--- src/rtl/tile_console_pkg.sv ---
// Shared constants, control codes and sequencer states for the tile console writer.
package tile_console_pkg;

  localparam int COLS       = 32;  // character cells per text row
  localparam int ROW_STRIDE = 64;  // bytes per physical row (chars + attributes)
  localparam int ATTR_OFS   = 32;  // attribute bytes follow the character bytes

  localparam logic [7:0] CC_BS      = 8'h08;  // backspace
  localparam logic [7:0] CC_LF      = 8'h0A;  // line feed
  localparam logic [7:0] CC_FF      = 8'h0C;  // form feed: full re-init
  localparam logic [7:0] CC_CR      = 8'h0D;  // carriage return
  localparam logic [7:0] CHAR_BLANK = 8'h20;  // character written when clearing

  typedef enum logic [2:0] {
    ST_INIT_PT    = 3'd0,
    ST_INIT_CLR   = 3'd1,
    ST_IDLE       = 3'd2,
    ST_WR_CHAR    = 3'd3,
    ST_WR_ATTR    = 3'd4,
    ST_SCROLL_PT  = 3'd5,
    ST_SCROLL_CLR = 3'd6
  } state_e;

  // Increment a 5-bit row-style index, wrapping to zero after 'last'.
  function automatic logic [4:0] wrap_inc5(input logic [4:0] v, input logic [4:0] last);
    logic [4:0] r;
    if (v == last) begin
      r = 5'd0;
    end else begin
      r = v + 5'd1;
    end
    return r;
  endfunction

endpackage

--- src/rtl/tile_console_writer_addr_gen.sv ---
// Maps (top, display row, byte offset) to the physical row base and cell address.
// The display-to-physical row rotation uses one compare-subtract, which is enough
// because both top and row are always below ROWS.
module tile_addr_gen #(
  parameter logic [15:0] DATA_BASE = 16'h0100,
  parameter int          ROWS      = 30
) (
  input  logic [4:0]  top_i,
  input  logic [4:0]  row_i,
  input  logic [5:0]  off_i,
  output logic [15:0] row_base_o,
  output logic [15:0] cell_addr_o
);
  import tile_console_pkg::*;

  logic [5:0] sum_s;
  logic [4:0] phys_s;

  // Rotate display row by top modulo ROWS, then scale into the cell storage area.
  always_comb begin
    sum_s = {1'b0, top_i} + {1'b0, row_i};
    if (sum_s >= 6'(ROWS)) begin
      phys_s = 5'(sum_s - 6'(ROWS));
    end else begin
      phys_s = sum_s[4:0];
    end
    row_base_o  = DATA_BASE + (16'(phys_s) * 16'(ROW_STRIDE));
    cell_addr_o = row_base_o + {10'd0, off_i};
  end

endmodule

--- src/rtl/tile_console_writer.sv ---
// Byte-stream console feeding the tile renderer's RAM. Keeps a cursor, writes
// characters/attributes, and scrolls by rewriting the page table and clearing
// the newly exposed physical row. RAM writes happen only when wr_grant is high.
module tile_console_writer #(
  parameter logic [7:0]  PAGE_BASE    = 8'h00,
  parameter logic [15:0] DATA_BASE    = 16'h0100,
  parameter int          ROWS         = 30,
  parameter logic [7:0]  ATTR_DEFAULT = 8'h0F
) (
  input  logic        clk,
  input  logic        reset,
  input  logic [7:0]  in_data,
  input  logic [7:0]  in_attr,
  input  logic        in_valid,
  output logic        in_ready,
  input  logic        wr_grant,
  output logic [15:0] wr_addr,
  output logic [7:0]  wr_data,
  output logic        wr_en,
  output logic        busy,
  output logic [4:0]  cur_row,
  output logic [4:0]  cur_col
);
  import tile_console_pkg::*;

  localparam logic [4:0] LAST_ROW = 5'(ROWS - 1);
  localparam logic [4:0] LAST_COL = 5'(COLS - 1);
  localparam logic [5:0] LAST_OFS = 6'(ROW_STRIDE - 1);

  state_e      state_q, state_d;
  logic [4:0]  top_q, top_d;
  logic [4:0]  cur_row_q, cur_row_d;
  logic [4:0]  cur_col_q, cur_col_d;
  logic [4:0]  seq_row_q, seq_row_d;   // page-table row or physical row being cleared
  logic [5:0]  seq_off_q, seq_off_d;   // byte select (bit 0) or cell offset
  logic [7:0]  char_q, char_d;
  logic [7:0]  attr_q, attr_d;
  logic [15:0] wr_addr_q, wr_addr_d;
  logic [7:0]  wr_data_q, wr_data_d;
  logic        run_q;                  // low for the first cycle out of reset

  logic        commit_s;
  logic        accept_s;
  logic        at_bottom_s;
  logic [4:0]  top_inc_s;
  logic [4:0]  ag_top_s, ag_row_s;
  logic [5:0]  ag_off_s;
  logic [15:0] ag_base_s, ag_cell_s;

  tile_addr_gen #(
    .DATA_BASE (DATA_BASE),
    .ROWS      (ROWS)
  ) u_addr_gen (
    .top_i       (ag_top_s),
    .row_i       (ag_row_s),
    .off_i       (ag_off_s),
    .row_base_o  (ag_base_s),
    .cell_addr_o (ag_cell_s)
  );

  assign in_ready    = (state_q == ST_IDLE);
  assign busy        = (state_q != ST_IDLE);
  assign commit_s    = run_q & (state_q != ST_IDLE) & wr_grant;
  assign wr_en       = commit_s;
  assign accept_s    = in_valid & in_ready;
  assign at_bottom_s = (cur_row_q == LAST_ROW);
  assign top_inc_s   = wrap_inc5(top_q, LAST_ROW);
  assign wr_addr     = wr_addr_q;
  assign wr_data     = wr_data_q;
  assign cur_row     = cur_row_q;
  assign cur_col     = cur_col_q;

  // Sequencer next state, cursor/top updates and per-state counters.
  always_comb begin
    state_d   = state_q;
    top_d     = top_q;
    cur_row_d = cur_row_q;
    cur_col_d = cur_col_q;
    seq_row_d = seq_row_q;
    seq_off_d = seq_off_q;
    char_d    = char_q;
    attr_d    = attr_q;
    case (state_q)
      ST_INIT_PT, ST_SCROLL_PT: begin
        if (commit_s) begin
          if (seq_off_q[0] == 1'b0) begin
            seq_off_d = 6'd1;
          end else if (seq_row_q == LAST_ROW) begin
            state_d   = (state_q == ST_INIT_PT) ? ST_INIT_CLR : ST_SCROLL_CLR;
            seq_row_d = 5'd0;
            seq_off_d = 6'd0;
          end else begin
            seq_row_d = seq_row_q + 5'd1;
            seq_off_d = 6'd0;
          end
        end else begin
          seq_off_d = seq_off_q;
        end
      end
      ST_INIT_CLR: begin
        if (commit_s) begin
          if (seq_off_q != LAST_OFS) begin
            seq_off_d = seq_off_q + 6'd1;
          end else if (seq_row_q == LAST_ROW) begin
            state_d = ST_IDLE;
          end else begin
            seq_row_d = seq_row_q + 5'd1;
            seq_off_d = 6'd0;
          end
        end else begin
          seq_off_d = seq_off_q;
        end
      end
      ST_SCROLL_CLR: begin
        if (commit_s) begin
          if (seq_off_q == LAST_OFS) begin
            state_d = ST_IDLE;
          end else begin
            seq_off_d = seq_off_q + 6'd1;
          end
        end else begin
          seq_off_d = seq_off_q;
        end
      end
      ST_IDLE: begin
        if (accept_s) begin
          case (in_data)
            CC_CR: cur_col_d = 5'd0;
            CC_BS: begin
              if (cur_col_q != 5'd0) begin
                cur_col_d = cur_col_q - 5'd1;
              end else begin
                cur_col_d = cur_col_q;
              end
            end
            CC_LF: begin
              cur_col_d = 5'd0;
              if (at_bottom_s) begin
                top_d     = top_inc_s;
                state_d   = ST_SCROLL_PT;
                seq_row_d = 5'd0;
                seq_off_d = 6'd0;
              end else begin
                cur_row_d = cur_row_q + 5'd1;
              end
            end
            CC_FF: begin
              top_d     = 5'd0;
              cur_row_d = 5'd0;
              cur_col_d = 5'd0;
              seq_row_d = 5'd0;
              seq_off_d = 6'd0;
              state_d   = ST_INIT_PT;
            end
            default: begin
              char_d  = in_data;
              attr_d  = in_attr;
              state_d = ST_WR_CHAR;
            end
          endcase
        end else begin
          state_d = ST_IDLE;
        end
      end
      ST_WR_CHAR: begin
        if (commit_s) begin
          state_d = ST_WR_ATTR;
        end else begin
          state_d = ST_WR_CHAR;
        end
      end
      ST_WR_ATTR: begin
        if (commit_s) begin
          state_d = ST_IDLE;
          if (cur_col_q != LAST_COL) begin
            cur_col_d = cur_col_q + 5'd1;
          end else begin
            cur_col_d = 5'd0;
            if (at_bottom_s) begin
              top_d     = top_inc_s;
              state_d   = ST_SCROLL_PT;
              seq_row_d = 5'd0;
              seq_off_d = 6'd0;
            end else begin
              cur_row_d = cur_row_q + 5'd1;
            end
          end
        end else begin
          state_d = ST_WR_ATTR;
        end
      end
      default: state_d = ST_INIT_PT;
    endcase
  end

  // Pending write for the state being entered, so it is registered and stable on arrival.
  always_comb begin
    ag_top_s  = top_d;
    ag_row_s  = cur_row_d;
    ag_off_s  = {1'b0, cur_col_d};
    wr_addr_d = wr_addr_q;
    wr_data_d = wr_data_q;
    case (state_d)
      ST_INIT_PT, ST_SCROLL_PT: begin
        ag_row_s  = seq_row_d;
        ag_off_s  = 6'd0;
        wr_addr_d = {PAGE_BASE, seq_row_d, 2'b00, seq_off_d[0]};
        wr_data_d = seq_off_d[0] ? ag_base_s[15:8] : ag_base_s[7:0];
      end
      ST_INIT_CLR: begin
        ag_top_s  = 5'd0;
        ag_row_s  = seq_row_d;
        ag_off_s  = seq_off_d;
        wr_addr_d = ag_cell_s;
        wr_data_d = seq_off_d[5] ? ATTR_DEFAULT : CHAR_BLANK;
      end
      ST_SCROLL_CLR: begin
        ag_row_s  = LAST_ROW;
        ag_off_s  = seq_off_d;
        wr_addr_d = ag_cell_s;
        wr_data_d = seq_off_d[5] ? ATTR_DEFAULT : CHAR_BLANK;
      end
      ST_WR_CHAR: begin
        wr_addr_d = ag_cell_s;
        wr_data_d = char_d;
      end
      ST_WR_ATTR: begin
        ag_off_s  = 6'(ATTR_OFS) + {1'b0, cur_col_d};
        wr_addr_d = ag_cell_s;
        wr_data_d = attr_d;
      end
      default: begin
        wr_addr_d = wr_addr_q;
        wr_data_d = wr_data_q;
      end
    endcase
  end

  // State, cursor and pending-write registers.
  always_ff @(posedge clk or negedge reset) begin
    if (!reset) begin
      state_q   <= ST_INIT_PT;
      top_q     <= 5'd0;
      cur_row_q <= 5'd0;
      cur_col_q <= 5'd0;
      seq_row_q <= 5'd0;
      seq_off_q <= 6'd0;
      char_q    <= 8'h00;
      attr_q    <= 8'h00;
      wr_addr_q <= 16'h0000;
      wr_data_q <= 8'h00;
      run_q     <= 1'b0;
    end else begin
      state_q   <= state_d;
      top_q     <= top_d;
      cur_row_q <= cur_row_d;
      cur_col_q <= cur_col_d;
      seq_row_q <= seq_row_d;
      seq_off_q <= seq_off_d;
      char_q    <= char_d;
      attr_q    <= attr_d;
      wr_addr_q <= wr_addr_d;
      wr_data_q <= wr_data_d;
      run_q     <= 1'b1;
    end
  end

endmodule

--- config.mk ---
export PLATFORM = sky130hd
export DESIGN_NAME = tile_console_writer
export DESIGN_NICKNAME = d
export VERILOG_FILES = /design/src/rtl/tile_console_pkg.sv /design/src/rtl/tile_console_writer_addr_gen.sv /design/src/rtl/tile_console_writer.sv
export SDC_FILE = /design/constraint.sdc
export NUM_CORES = 1
export LEC_CHECK = 0
export BUFFER_PORTS_ARGS = -buffer_cell sky130_fd_sc_hd__buf_2
export CAP_MARGIN = 20
export CELL_PAD_IN_SITES_DETAIL_PLACEMENT = 1
export CELL_PAD_IN_SITES_GLOBAL_PLACEMENT = 2
export CORE_ASPECT_RATIO = 1.25
export CORE_MARGIN = 1
export CORE_UTILIZATION = 36
export DETAILED_ROUTE_END_ITERATION = 6
export GPL_ROUTABILITY_DRIVEN = 0
export PLACE_DENSITY = 0.88
export SLEW_MARGIN = 20
export SYNTH_ARGS = -nofsm -noshare
export SYNTH_HDL_FRONTEND = slang
export SYNTH_SLANG_ARGS = --single-unit
export TNS_END_PERCENT = 5
--- constraint.sdc ---
create_clock -name clk -period 6.07 [get_ports clk]
set_clock_uncertainty 0.2 [all_clocks]
set_input_delay 1.214 -clock clk [delete_from_list [all_inputs] [get_ports clk]]
set_output_delay 1.214 -clock clk [all_outputs]
set_load 0.005 [all_outputs]
== After elaboration in Yosys (flattened, before gate mapping) ==
Cells that the tools add are included.

* Multiplexer cells: 75
* Equality and inequality tests: 22
* Reductions and logical operators: 13
* Add/sub/neg operators: 11
* Bitwise operators: 3
* Order comparisons: 1

{| class="wikitable"
|+ Operators by type and width
! kind !! count
|-
| $mux W5 || 25
|-
| $pmux W5 S2 || 8
|-
| $mux W6 || 11
|-
| $mux W8 || 7
|-
| $mux W3 || 15
|-
| $eq A8 B4 Y1 const B || 4
|-
| $pmux W16 S2 || 1
|-
| $pmux W8 S4 || 1
|-
| $pmux W6 S5 || 1
|-
| $add A5 B1 Y5 const B || 4
|-
| $pmux W5 S4 || 1
|-
| $eq A3 B3 Y1 const B || 6
|-
| $pmux W3 S6 || 1
|-
| $pmux W6 S3 || 1
|-
| $add A16 B6 Y16 || 1
|-
| $eq A5 B5 Y1 const B || 3
|-
| $add A9 B11 Y12 const A || 1
|-
| $pmux W6 S2 || 1
|-
| $eq A3 B2 Y1 const B || 3
|-
| $pmux W3 S3 || 1
|-
| $reduce_or A2 Y1 || 4
|-
| $reduce_or A4 Y1 || 2
|-
| $add A5 B5 Y6 || 1
|-
| $add A6 B1 Y6 const B || 1
|-
| 16 further kinds || 21
|}

* Logic and storage cells: 136
* Output and inout port bits: 37
* Bits in registers: 70

== Logic depth before layout (Yosys ltp) ==
Gate-level depths: netlist of the first run.

* Depth after elaboration: 15
* Mapped depth: 24

== Cells and area by module ==
A second synthesis of the first run with hierarchy kept.

* Cells, all modules: 561
* Area, all modules: 5,082.4 µm²

{| class="wikitable"
|+ Modules (own cells, without submodules)
! module !! instances !! area an instance (µm²) !! seq. area each (µm²) !! cells an instance
|-
| tile_console_writer || 1 || 4,550.6 || 1,751.7 || 497
|-
| tile_addr_gen || 1 || 531.8 || 0.0 || 64
|}

== Least setup slack after synthesis of the first run ==
No wires, ideal clock.

* Kind: input to register
* Start: input in_data[2]
* End: register wr_data_q[2], in the netlist wr_data[2]
* Arrival: 6.192 ns
* Buffers on the path: 2
* Stages: 21
* Path slack: -0.448 ns
* Library setup time: 0.126 ns
* Cells stage by stage: clkbuf_1 -> mux2_2 -> o31ai_4 -> nand4b_2 -> nor3_4 -> inv_2 -> nor2_2 -> buf_2 -> nor2_1 -> o32ai_1 -> ha_1 -> a21o_1 -> a21oi_1 -> xnor2_1 -> a311o_1 -> a21oi_1 -> mux2_2 -> ha_1 -> xnor2_1 -> nor2b_1 -> o32a_1

* Cells in the longest elaborated chain, start to end: 14

{| class="wikitable"
|+ Ends and longest elaborated chain
! what !! line !! text
|-
| start, declared || tile_console_writer.sv:12 || <nowiki>input logic [7:0] in_data,</nowiki>
|-
| $eq A8 B4 Y1 || tile_console_writer.sv:127 || <nowiki>case (in_data)</nowiki>
|-
| $reduce_or A2 Y1 (no source line) || n/a ||
|-
| $pmux W3 S3 (*) || tile_console_writer.sv:127 ||
|-
| $mux W3 (*) || tile_console_writer.sv:126 || <nowiki>if (accept_s) begin</nowiki>
|-
| $pmux W3 S6 (*) || tile_console_writer.sv:83 || <nowiki>case (state_q)</nowiki>
|-
| via state_d[0] || tile_console_writer.sv:30 || <nowiki>state_e state_q, state_d;</nowiki>
|-
| $eq A3 B1 Y1, or another cell as far along || tile_console_writer.sv:203 || <nowiki>case (state_d)</nowiki>
|-
| $reduce_or A3 Y1 (no source line) || n/a ||
|-
| $pmux W5 S2 || tile_console_writer.sv:203 ||
|-
| $add A5 B5 Y6 || tile_console_writer_addr_gen.sv:21 || <nowiki>sum_s = {1'b0, top_i} + {1'b0, row_i};</nowiki>
|-
| $sub A5 B5 Y5 / $ge A6 B5 Y1 (equally long branches) || tile_console_writer_addr_gen.sv:23, tile_console_writer_addr_gen.sv:22 ||
|-
| $mux W5 || tile_console_writer_addr_gen.sv:22 || <nowiki>if (sum_s >= 6'(ROWS)) begin</nowiki>
|-
| $add A9 B11 Y12 || tile_console_writer_addr_gen.sv:27 || <nowiki>row_base_o = DATA_BASE + (16'(phys_s) * 16'(ROW_STRIDE));</nowiki>
|-
| $mux W8 || tile_console_writer.sv:208 || <nowiki>wr_data_d = seq_off_d[0] ? ag_base_s[15:8] : ag_base_s[7:0];</nowiki>
|-
| $pmux W8 S4 || tile_console_writer.sv:203 ||
|-
| end signal, assigned || tile_console_writer.sv:263 || <nowiki>wr_data_q <= wr_data_d;</nowiki>
|-
| end, declared || tile_console_writer.sv:39 || <nowiki>logic [7:0] wr_data_q, wr_data_d;</nowiki>
|}

The timed path passes the listed nets; every way through them passes the cells marked *.
A chain may end at the register's enable or synchronous reset.

== Worst setup path after layout of the first run ==
* Start: input in_data[5]
* End: register wr_data_q[2], in the netlist wr_data[2]

{| class="wikitable"
|+ RTL lines
! what !! line !! text
|-
| $eq A8 B4 Y1 || tile_console_writer.sv:127 ||
|-
| $pmux W5 S2 (*) || tile_console_writer.sv:127 ||
|-
| $mux W5 (*) || tile_console_writer.sv:126 ||
|-
| $pmux W5 S2 (*) || tile_console_writer.sv:83 ||
|-
| via cur_row_d[0] || tile_console_writer.sv:32 || <nowiki>logic [4:0] cur_row_q, cur_row_d;</nowiki>
|-
| $pmux W5 S2 (*) || tile_console_writer.sv:203 ||
|-
| $add A5 B5 Y6 (*) || tile_console_writer_addr_gen.sv:21 ||
|-
| $sub A5 B5 Y5 / $ge A6 B5 Y1 (equally long branches) || tile_console_writer_addr_gen.sv:23, tile_console_writer_addr_gen.sv:22 ||
|-
| $mux W5 (*) || tile_console_writer_addr_gen.sv:22 ||
|-
| $add A9 B11 Y12 (*) || tile_console_writer_addr_gen.sv:27 ||
|-
| $mux W8 (*) || tile_console_writer.sv:208 ||
|-
| $pmux W8 S4 (*) || tile_console_writer.sv:203 ||
|}

Marked as above.

==> results.cfg, run 1 <==
[status]
status = complete, no violations

[die]
start_util_pct = 37.2
num_io_pins = 57
die_w_um = 102
fp-row-count = 45
die_area_mm2 = 0.0131
coreArea_mm2 = 0.0122
fp.dieH_um = 128

[timing]
rsz0062_at_grt = no
slew_violations = 0
period_share_pct = 96.7
fmax_mhz = 170
fin_crit_ps = 5870
slew_headroom_pct = 40.5
tightestPinTransition_ps = 892
whs_ps = 303
setup_viol = 0
finalHoldViolations = 0

[critical_path]
path_cells = buf_2 -> or4_4 -> nor2_2 -> o2111ai_1 -> a21boi_0 -> or2_2 -> a21o_1 -> mux2_2 -> o22a_1 -> ha_1 -> fa_2 -> a21o_1 -> a21oi_2 -> nor2_1 -> a21o_1 -> a21oi_2 -> mux2_2 -> ha_1 -> xnor2_2 -> nor2b_1 -> o32a_1
cp.required_ps = 6090
path_buf_inv = 1
cp_slowest_cell = or4_4
arrival_ps = 5890
cp-start-kind = input pin
cp_top_family = compound AO/OA/AOI/OAI gates
crit_start = in_data[5]
reg2reg_slack_ps = 360
cp.depth = 21
critPathCapture = wr_data[2]
crit_fanout = 3
path_class = in -> reg
r2r_cells = 22
path_common_cell = a21o_1
critPathMaxStageDelay_ps = 550
r2r-start = seq_off_q[0]
crit_path_end_kind = flip-flop
r2r-end = wr_data[2]

[synthesis]
synth.distinct_cells = 71
syn_area_mm2 = 0.00454
synth_edf_count = 0
synth.most_common_cell = dfrtp_1
ys_seq_elements = 66
ys_warn_count = 0
synth_seq_area_share_pct = 36.3
synthTopCellsByArea = dfrtp_1, ha_1, mux2_2
synth-main-ff-cell = dfrtp_1
synth_top_area_share_pct = 36.3
synth_largest_area_cell = dfrtp_1
ys_async_sr_fraction_pct = 100
synth.avg_cell_area_um2 = 8.88
synth_common_cells = dfrtp_1, nand2_1, nor2_1
syn_inst = 512

[flow_run]
cap_violations = 0

[cts]
clock-sinks = 66
root_buffer = clkbuf_16
insertion_delay_ps = 340
cts_tree = yes
h-tree-depth = 3
cts_setup_buffers = 0
ctsHoldBuffers = 0
cts.clk_slew.worst_paths_ps = 60
post_cts_resized = 0
numCtsBuffers = 9
cts_buffer_depth = 2

[detailed_routing]
first_pass_iters = 4
viasPerCell = 5.75
drtIter0Drc = 206
drc = 0
totalWireLength_mm = 14.8
ant_nets = 0
vias = 4368
drt-wirelength-per-cell_um = 19.5

[global_routing]
grt_max_degree = 67
antenna_found_initial = 0
grt_pass1_wl_mm = 24.2
track_usage_pct = 24.3
grt_overflow = 0
grt_pass1_vias = 4673

[layout]
register_area_mm2 = 0.00165
fin_cells = 760
syn2layout_area_growth_pct = 22.5
multiInputGateArea_mm2 = 0.00277
fill_cells = 1439
fin_nets = 630
drive_above_1_share_pct = 25.5
diodes = 0

[power]
p_leak_uw = 0.00265
vdd_drop_max_mv = 0.277
fin_total_pwr_uw = 2440
cellPowerDensity_mw_per_mm2 = 437

[placed_design]
place_inst = 744
io_buffers = 52
hpwlAfterDp_mm = 11.3

[worst_hold_path]
hold_class = reg -> reg
## worst reg2reg max path, delay by kind of cell, from the launching register on
family / cells / cell delay, ps
AO/OA/AOI/OAI: 7 / 2150
adder cells (fa/ha/maj): 3 / 790
AND/OR/NAND/NOR: 6 / 740
flip-flops: 1 / 540
buffers and inverters: 3 / 540
multiplexers: 1 / 370
XOR/XNOR: 2 / 290
## per-layer routing
metal | share of wire (%) | global-route usage [%] | vias to the layer above | routed length, um
li1 | - | - | 2055 | -
met1 | 41 | 28.9 | 2198 | 6130
met2 | 52 | 42.3 | 87 | 7720
met3 | 3.7 | 4.05 | 28 | 551
met4 | 3.0 | 10.6 | 0 | 441
met5 | 0 | 0 | - | 0
## worst min-delay path by stage
stage             endpoint         from  slack, ps  depth (start not counted)
6_report          top_q[4]     top_q[4]        300                          1
5_1_grt         wr_data[3]   wr_data[3]        310                          1
4_1_cts         wr_addr[9]   wr_addr[9]        310                          2
3_5_place_dp    wr_addr[9]   wr_addr[9]        280                          2
3_3_place_gp   wr_addr[11]  wr_addr[11]        280                          2
2_1_floorplan     top_q[4]     top_q[4]        260                          1
## sequential cells by signal (all words and copies together), names as in the netlist
| signal | flops |
|---|---|
| seq_off_q | 6 |
| seq_row_q | 5 |
| state_q | 3 |
| attr_q | 8 |
| cur_col | 5 |
| run_q | 1 |
| char_q | 8 |
| wr_addr | 12 |
| wr_data | 8 |
| top_q | 5 |
| cur_row | 5 |
## where the power goes
group,internal (uW),switching (uW),leakage [uW]
Clock,326,224,0.000149
Sequential,505,64.4,0.000889
Combinational,559,758,0.00162
## per-stage QoR
stage | setup slack (ps) | utilization, % | instance area [um2] | TNS (ps)
final | 202 | 45.6 | 5570 | 0
after global routing | 3.94 | 45.6 | 5570 | 0
after CTS | 137 | 45.4 | 5550 | 0
after detailed placement | -182 | 42.9 | 5240 | -338
after global placement | 16.4 | 42.9 | 5240 | 0
after floorplan | 0.248 | - | 4600 | 0
## cell families (layout without fill, tap and decap cells)
group,after synthesis,count (layout),synth area share (%)
DFF,66,66,36.3
and+or+nand+nor,188,188,22.0
adders and majority gates,19,19,5.40
buffers and inverters,46,127,4.24
AOI/OAI and AO/OA,150,150,22.7
muxes,28,28,6.69
other,2,5,0.165
xor gates and xnor gates,13,13,2.51
## layout make-up
cell class | count | share of cell area (%)
sequential | 66 | 29.7
tap | 164 | 3.68
inverter | 19 | 1.28
timing repair buffer | 92 | 10.1
clock buffer | 9 | 4.04
multi-input combinational | 403 | 49.8
clock inverter | 7 | 1.51
## layout by cell type, fill, tap and decap left out, types with 4 or more instances in the layout
cell	count
a211oi_1	4
a21boi_0	4
a21o_1	8
a21oi_1	26
a22oi_1	5
a31oi_1	8
and2_1	6
and3_1	8
buf_2	52
buf_4	40
clkbuf_16	9
conb_1	5
dfrtp_1	66
ha_1	18
inv_1	17
mux2_2	19
mux2i_1	9
nand2_1	46
nand2b_1	7
nand3_1	20
nand3b_1	4
nand4_1	10
nor2_1	34
nor2b_1	13
nor3_1	13
nor3b_1	5
o211ai_1	9
o21ai_0	33
o22a_1	4
o22ai_1	5
o31ai_1	4
xnor2_1	6
xor2_1	4
Note: power is estimated with default switching activity, not from simulation.
==> run 2: changes to the inputs <==
ABC_AREA = 1   (was not set)
CORE_UTILIZATION = 33   (was 36)
PLACE_DENSITY = 0.89   (was 0.88)
==> run 2 against run 1 <==
  * Final cell count is 32% higher
  * Sequential share of layout area fell by 1.3 points
  * Non-clock buffer count shrank 37
  * Sequential cell count unchanged
  * Utilization fell by 6.8 points
  * Worst hold slack worse by 29 ps
  * Via count rose by 16%
  * Critical path type unchanged
  * Largest power group unchanged
==> results.cfg, run 2 <==
[critical_path]
path_class = in -> reg
arrival_ps = 5500
crit_path_end_kind = flip-flop
path_common_cell = nand2_1
cp-start-kind = input pin
cp_slowest_cell = fa_1
r2r_cells = 30
crit_fanout = 5
critPathMaxStageDelay_ps = 520
cp.required_ps = 6110

[layout]
syn2layout_area_growth_pct = 14.2
final_common_cell = nand2_1
largest_reg_flops = 12
utilization_pct = 38.8
diodes = 0
fin_nets = 855
drive_above_1_share_pct = 16.0
layout.cells.most_common_list = nand2_1, inv_1, nand3_1, nor2_1, dfrtp_1

[flow_run]
cap_violations = 0

[cts]
insertion_delay_ps = 340
cts_buffer_depth = 2
numCtsBuffers = 9
ctsHoldBuffers = 0
cts_setup_buffers = 0
root_buffer = clkbuf_16
h-tree-depth = 3
clock-sinks = 66
cts_tree = yes
cts.clk_slew.worst_paths_ps = 60
post_cts_resized = 0

[synthesis]
synth.avg_cell_area_um2 = 6.70
synth_edf_count = 0
ys_warn_count = 0
syn_inst = 761
synth.distinct_cells = 45
synth_largest_area_cell = dfrtp_1
syn_area_mm2 = 0.00510
synth_top_area_share_pct = 32.4
synth.most_common_cell = nand2_1
synth_seq_area_share_pct = 32.4
synth_common_cells = nand2_1, inv_1, nand3_1
synth-main-ff-cell = dfrtp_1
ys_seq_elements = 66
ys_async_sr_fraction_pct = 100
synthTopCellsByArea = dfrtp_1, nand2_1, nand3_1

[global_routing]
antenna_found_initial = 0
grt_overflow = 0
grt_pass1_vias = 5378
grt_max_degree = 67
track_usage_pct = 21.6
grt_pass1_wl_mm = 27.1

[die]
die_w_um = 113
start_util_pct = 34.0
fp.dieH_um = 141
die_area_mm2 = 0.0160
fp-row-count = 50
num_io_pins = 57
coreArea_mm2 = 0.0150

[power]
vdd_drop_max_mv = 0.174
cellPowerDensity_mw_per_mm2 = 514
fin_total_pwr_uw = 2990
p_leak_uw = 0.00323

[worst_hold_path]
hold_class = reg -> reg
hold_depth = 2

[detailed_routing]
vias = 5084
ant_nets = 0
drc = 0
totalWireLength_mm = 16.2
drtIter0Drc = 188
viasPerCell = 5.07
drt-wirelength-per-cell_um = 16.2
first_pass_iters = 4

[timing]
finalHoldViolations = 0
fin_crit_ps = 5470
setup_viol = 0
slew_headroom_pct = 40.5
period_share_pct = 90.1
tightestPinTransition_ps = 893
rsz0062_at_grt = no
fmax_mhz = 183
setup_ws_ps = 604
fin_tns_setup_ps = 0
slew_violations = 0

[placed_design]
hpwlAfterDp_mm = 12.9
io_buffers = 52
pre_cts_ws_ps = 212

[status]
status = complete, no violations
[run 2: changes by cell type after synthesis, sizes merged, moves of 8 or more]
| cell | before | now |
|---|---|---|
| mux2i | 9 | 0 |
| a21o | 8 | 0 |
| mux2 | 19 | 2 |
| nor2b | 13 | 0 |
| and3 | 8 | 0 |
| inv | 18 | 112 |
| nand3 | 20 | 100 |
| a21oi | 29 | 19 |
| nand2 | 47 | 245 |
| clkbuf | 16 | 2 |
| nor2 | 36 | 96 |
| xnor2 | 8 | 0 |
[run 2: path summary, 6_finish.rpt]
check	startpoint	endpoint	slack, ps
worst max-delay path	in_data[7]	wr_data[2]	600
worst min-delay path	char_q[6]	char_q[6]	270
worst max register to register	cur_col[0]	wr_data[2]	990
worst min register to register	char_q[6]	char_q[6]	270
max in group asynchronous	reset	wr_addr[1]	4210
min in group asynchronous	reset	attr_q[0]	880
[run 2: layout make-up]
type | count | area, um2
Timing Repair Buffer | 55 | 283
Inverter | 112 | 425
Multi-Input combinational cell | 572 | 2930
Sequential cell | 66 | 1650
Clock buffer | 11 | 253
Tap cell | 182 | 228
Fill cell | 1986 | 9190
Clock inverter | 5 | 60.1
[run 2: routing by layer]
metal  global-route usage, %  wire [um]  vias up
met3                    2.71        330       25
li1                        -          -     2532
met1                    25.2       6940     2456
met2                    39.6       8560       71
met5                       0          0        -
met4                    8.66        381        0
[run 2: logic make-up (layout without fill, tap and decap cells)]
kind of cell	Yosys count	after routing	synth area share, %
flip-flops	66	66	32.4
multiplexers	2	2	0.441
adder cells (fa/ha/maj)	19	19	4.81
other	2	5	0.147
AND/OR/NAND/NOR	463	463	41.8
AO/OA/AOI/OAI	79	79	9.29
XOR/XNOR	4	4	0.687
buffers and inverters	126	183	10.5
[run 2: worst max-delay path: cells and delay by family]
family,cells,cell delay (ps)
compound gates,5,820
buf+inv,5,500
fa+ha+maj,3,950
simple gates,18,2000
[run 2: where the power goes]
part | total (uW) | switching (uW) | internal, uW
Sequential | 666 | 85.5 | 580
Clock | 549 | 207 | 342
Combinational | 1780 | 1230 | 552
[run 2: per-stage QoR]
stage / std cells / area (um2) / hold WS [ps]
4_1_cts: 1003 / 5830 / 280
3_3_place_gp: 987 / 5520 / 257
2_1_floorplan: 764 / 5110 / 238
6_report: 1003 / 5830 / 274
3_5_place_dp: 987 / 5520 / 265
5_1_grt: 1003 / 5830 / 307
==> run 3: changes to the inputs <==
CORE_ASPECT_RATIO = not set   (was 1.25)
clock period = 5.1 ns   (was 6.07 ns; I/O delays follow)
==> run 3 against run 2 <==
  * Final cell count up 5.0%
  * Via count is 1.8% higher
  * Combinational power up 29%
  * Sequential share of layout area shrank 2.0 points
  * Clock power rose by 19%
  * Total power grew 25%
  * Global-route usage is 0.19 points higher
  * Utilization increased by 2.6 points
  * Non-clock buffer count increased by 44
  * Die area about the same
  * Critical path depth did not move
  * Highest routed layer unchanged
==> results.cfg, run 3 (synthesized netlist as in run 2, its figures left out) <==
[critical_path]
cp_top_family = simple AND/OR/NAND/NOR gates
critPathMaxStageDelay_ps = 550
crit_fanout = 5
crit_path_end_kind = flip-flop
path_buf_inv = 6
arrival_ps = 4750
path_class = in -> reg
cp_slowest_cell = fa_1
cp-start-kind = input pin
cp.required_ps = 5130

[placed_design]
hpwlAfterDp_mm = 13.0
place_inst = 1030
io_buffers = 52

[timing]
period_share_pct = 92.6
tightestPinTransition_ps = 601
fmax_mhz = 212
fin_crit_ps = 4720
slew_violations = 0
fin_tns_setup_ps = 0
slew_headroom_pct = 59.5
setup_viol = 0
finalHoldViolations = 0

[cts]
cts.clk_slew.worst_paths_ps = 60
cts_buffer_depth = 2
insertion_delay_ps = 340
clock-sinks = 66
h-tree-depth = 3
ctsHoldBuffers = 0
numCtsBuffers = 9
root_buffer = clkbuf_16
cts_tree = yes

[global_routing]
grt_pass1_vias = 5308
track_usage_pct = 21.8
grt_max_degree = 40
grt_pass1_wl_mm = 27.4
grt_overflow = 0
antenna_found_initial = 0

[die]
fp.dieH_um = 126
coreArea_mm2 = 0.0151
fp-row-count = 45
start_util_pct = 33.7
num_io_pins = 57
die_w_um = 126
die_area_mm2 = 0.0160

[power]
pwr-share-seq_pct = 21.1
combPwrFrac_pct = 61.4
switching_share_pct = 49.5
pwr-share-clk_pct = 17.5
cellPowerDensity_mw_per_mm2 = 597
p_sw_uw = 1850
power.internal_uw = 1890
p_leak_uw = 0.00346
vdd_drop_max_mv = 0.335

[detailed_routing]
ant_nets = 0
viasPerCell = 4.91
drc = 0
drt-wirelength-per-cell_um = 15.5
first_pass_iters = 4
drtIter0Drc = 237
totalWireLength_mm = 16.3
vias = 5175

[layout]
layout.cells.most_common_list = nand2_1, inv_1, nand3_1, nor2_1, dfrtp_1
multiInputGateArea_mm2 = 0.00301
diodes = 0
final_common_cell = nand2_1
register_area_mm2 = 0.00165
drive_above_1_share_pct = 22.3
fill_cells = 1978
largest_reg_flops = 12
fin_cells = 1053
fin_nets = 899
syn2layout_area_growth_pct = 22.9

[worst_hold_path]
hold_class = reg -> reg

[flow_run]
cap_violations = 0

[status]
status = complete, no violations
-- run 3: final timing paths --
kind	depth (start not counted)	slack, ps	start	end
max in group asynchronous	2	3450	reset	wr_addr[8]
setup reg to reg	31	480	cur_col[1]	wr_data[2]
min in group asynchronous	1	470	reset	char_q[0]
setup / recovery	31	380	in_data[7]	wr_data[2]
hold reg to reg	2	280	attr_q[6]	attr_q[6]
hold / removal	2	280	attr_q[6]	attr_q[6]
-- run 3: power groups by stage --
stage	combinational (uW)	clock [uW]	sequential, uW
2_1_floorplan	1550	0	784
3_3_place_gp	2200	0	796
3_5_place_dp	2240	0	798
4_1_cts	2260	662	791
5_1_grt	2630	685	809
6_report	2300	654	791
-- run 3: timing repair --
item / 4_1_cts / 5_1_grt
setup endpoints to repair: 0 / 5
gates resized for setup: 0 / 25
setup buffers: 0 / 6
endpoints found under the hold margin: 0 / 0
-- run 3: final cells by class --
cell class                      instances  area share, %
Clock buffer                           10           3.81
Clock inverter                          6           1.16
Inverter                              112           6.79
Multi-Input combinational cell        572           48.0
Sequential cell                        66           26.4
Tap cell                              188           3.75
Timing Repair Buffer                   99           10.1
-- run 3: metal layers --
metal	wire length (um)	up-vias	track usage, %
li1	-	2623	-
met1	8050	2483	30.1
met2	7720	58	35.7
met3	361	11	2.61
met4	161	0	6.09
met5	0	-	0
-- run 3: metrics by stage --
step	hold slack [ps]	instance area [um2]	power, uW	worst slack [ps]	utilization, %
2_1_floorplan	238	5110	2340	233	-
3_3_place_gp	252	5800	3000	-76.0	38.3
3_5_place_dp	262	5800	3040	-170	38.3
4_1_cts	281	6110	3710	152	40.4
5_1_grt	312	6270	4120	-23.2	41.4
6_report	279	6270	3740	380	41.4
-- run 3: worst reg2reg max path: cells and delay by family (launching register included) --
family          cells  cell delay [ps]
flops               1              400
fa+ha+maj           5             1340
compound gates      3              580
simple gates       17             1510
buf+inv             6              470
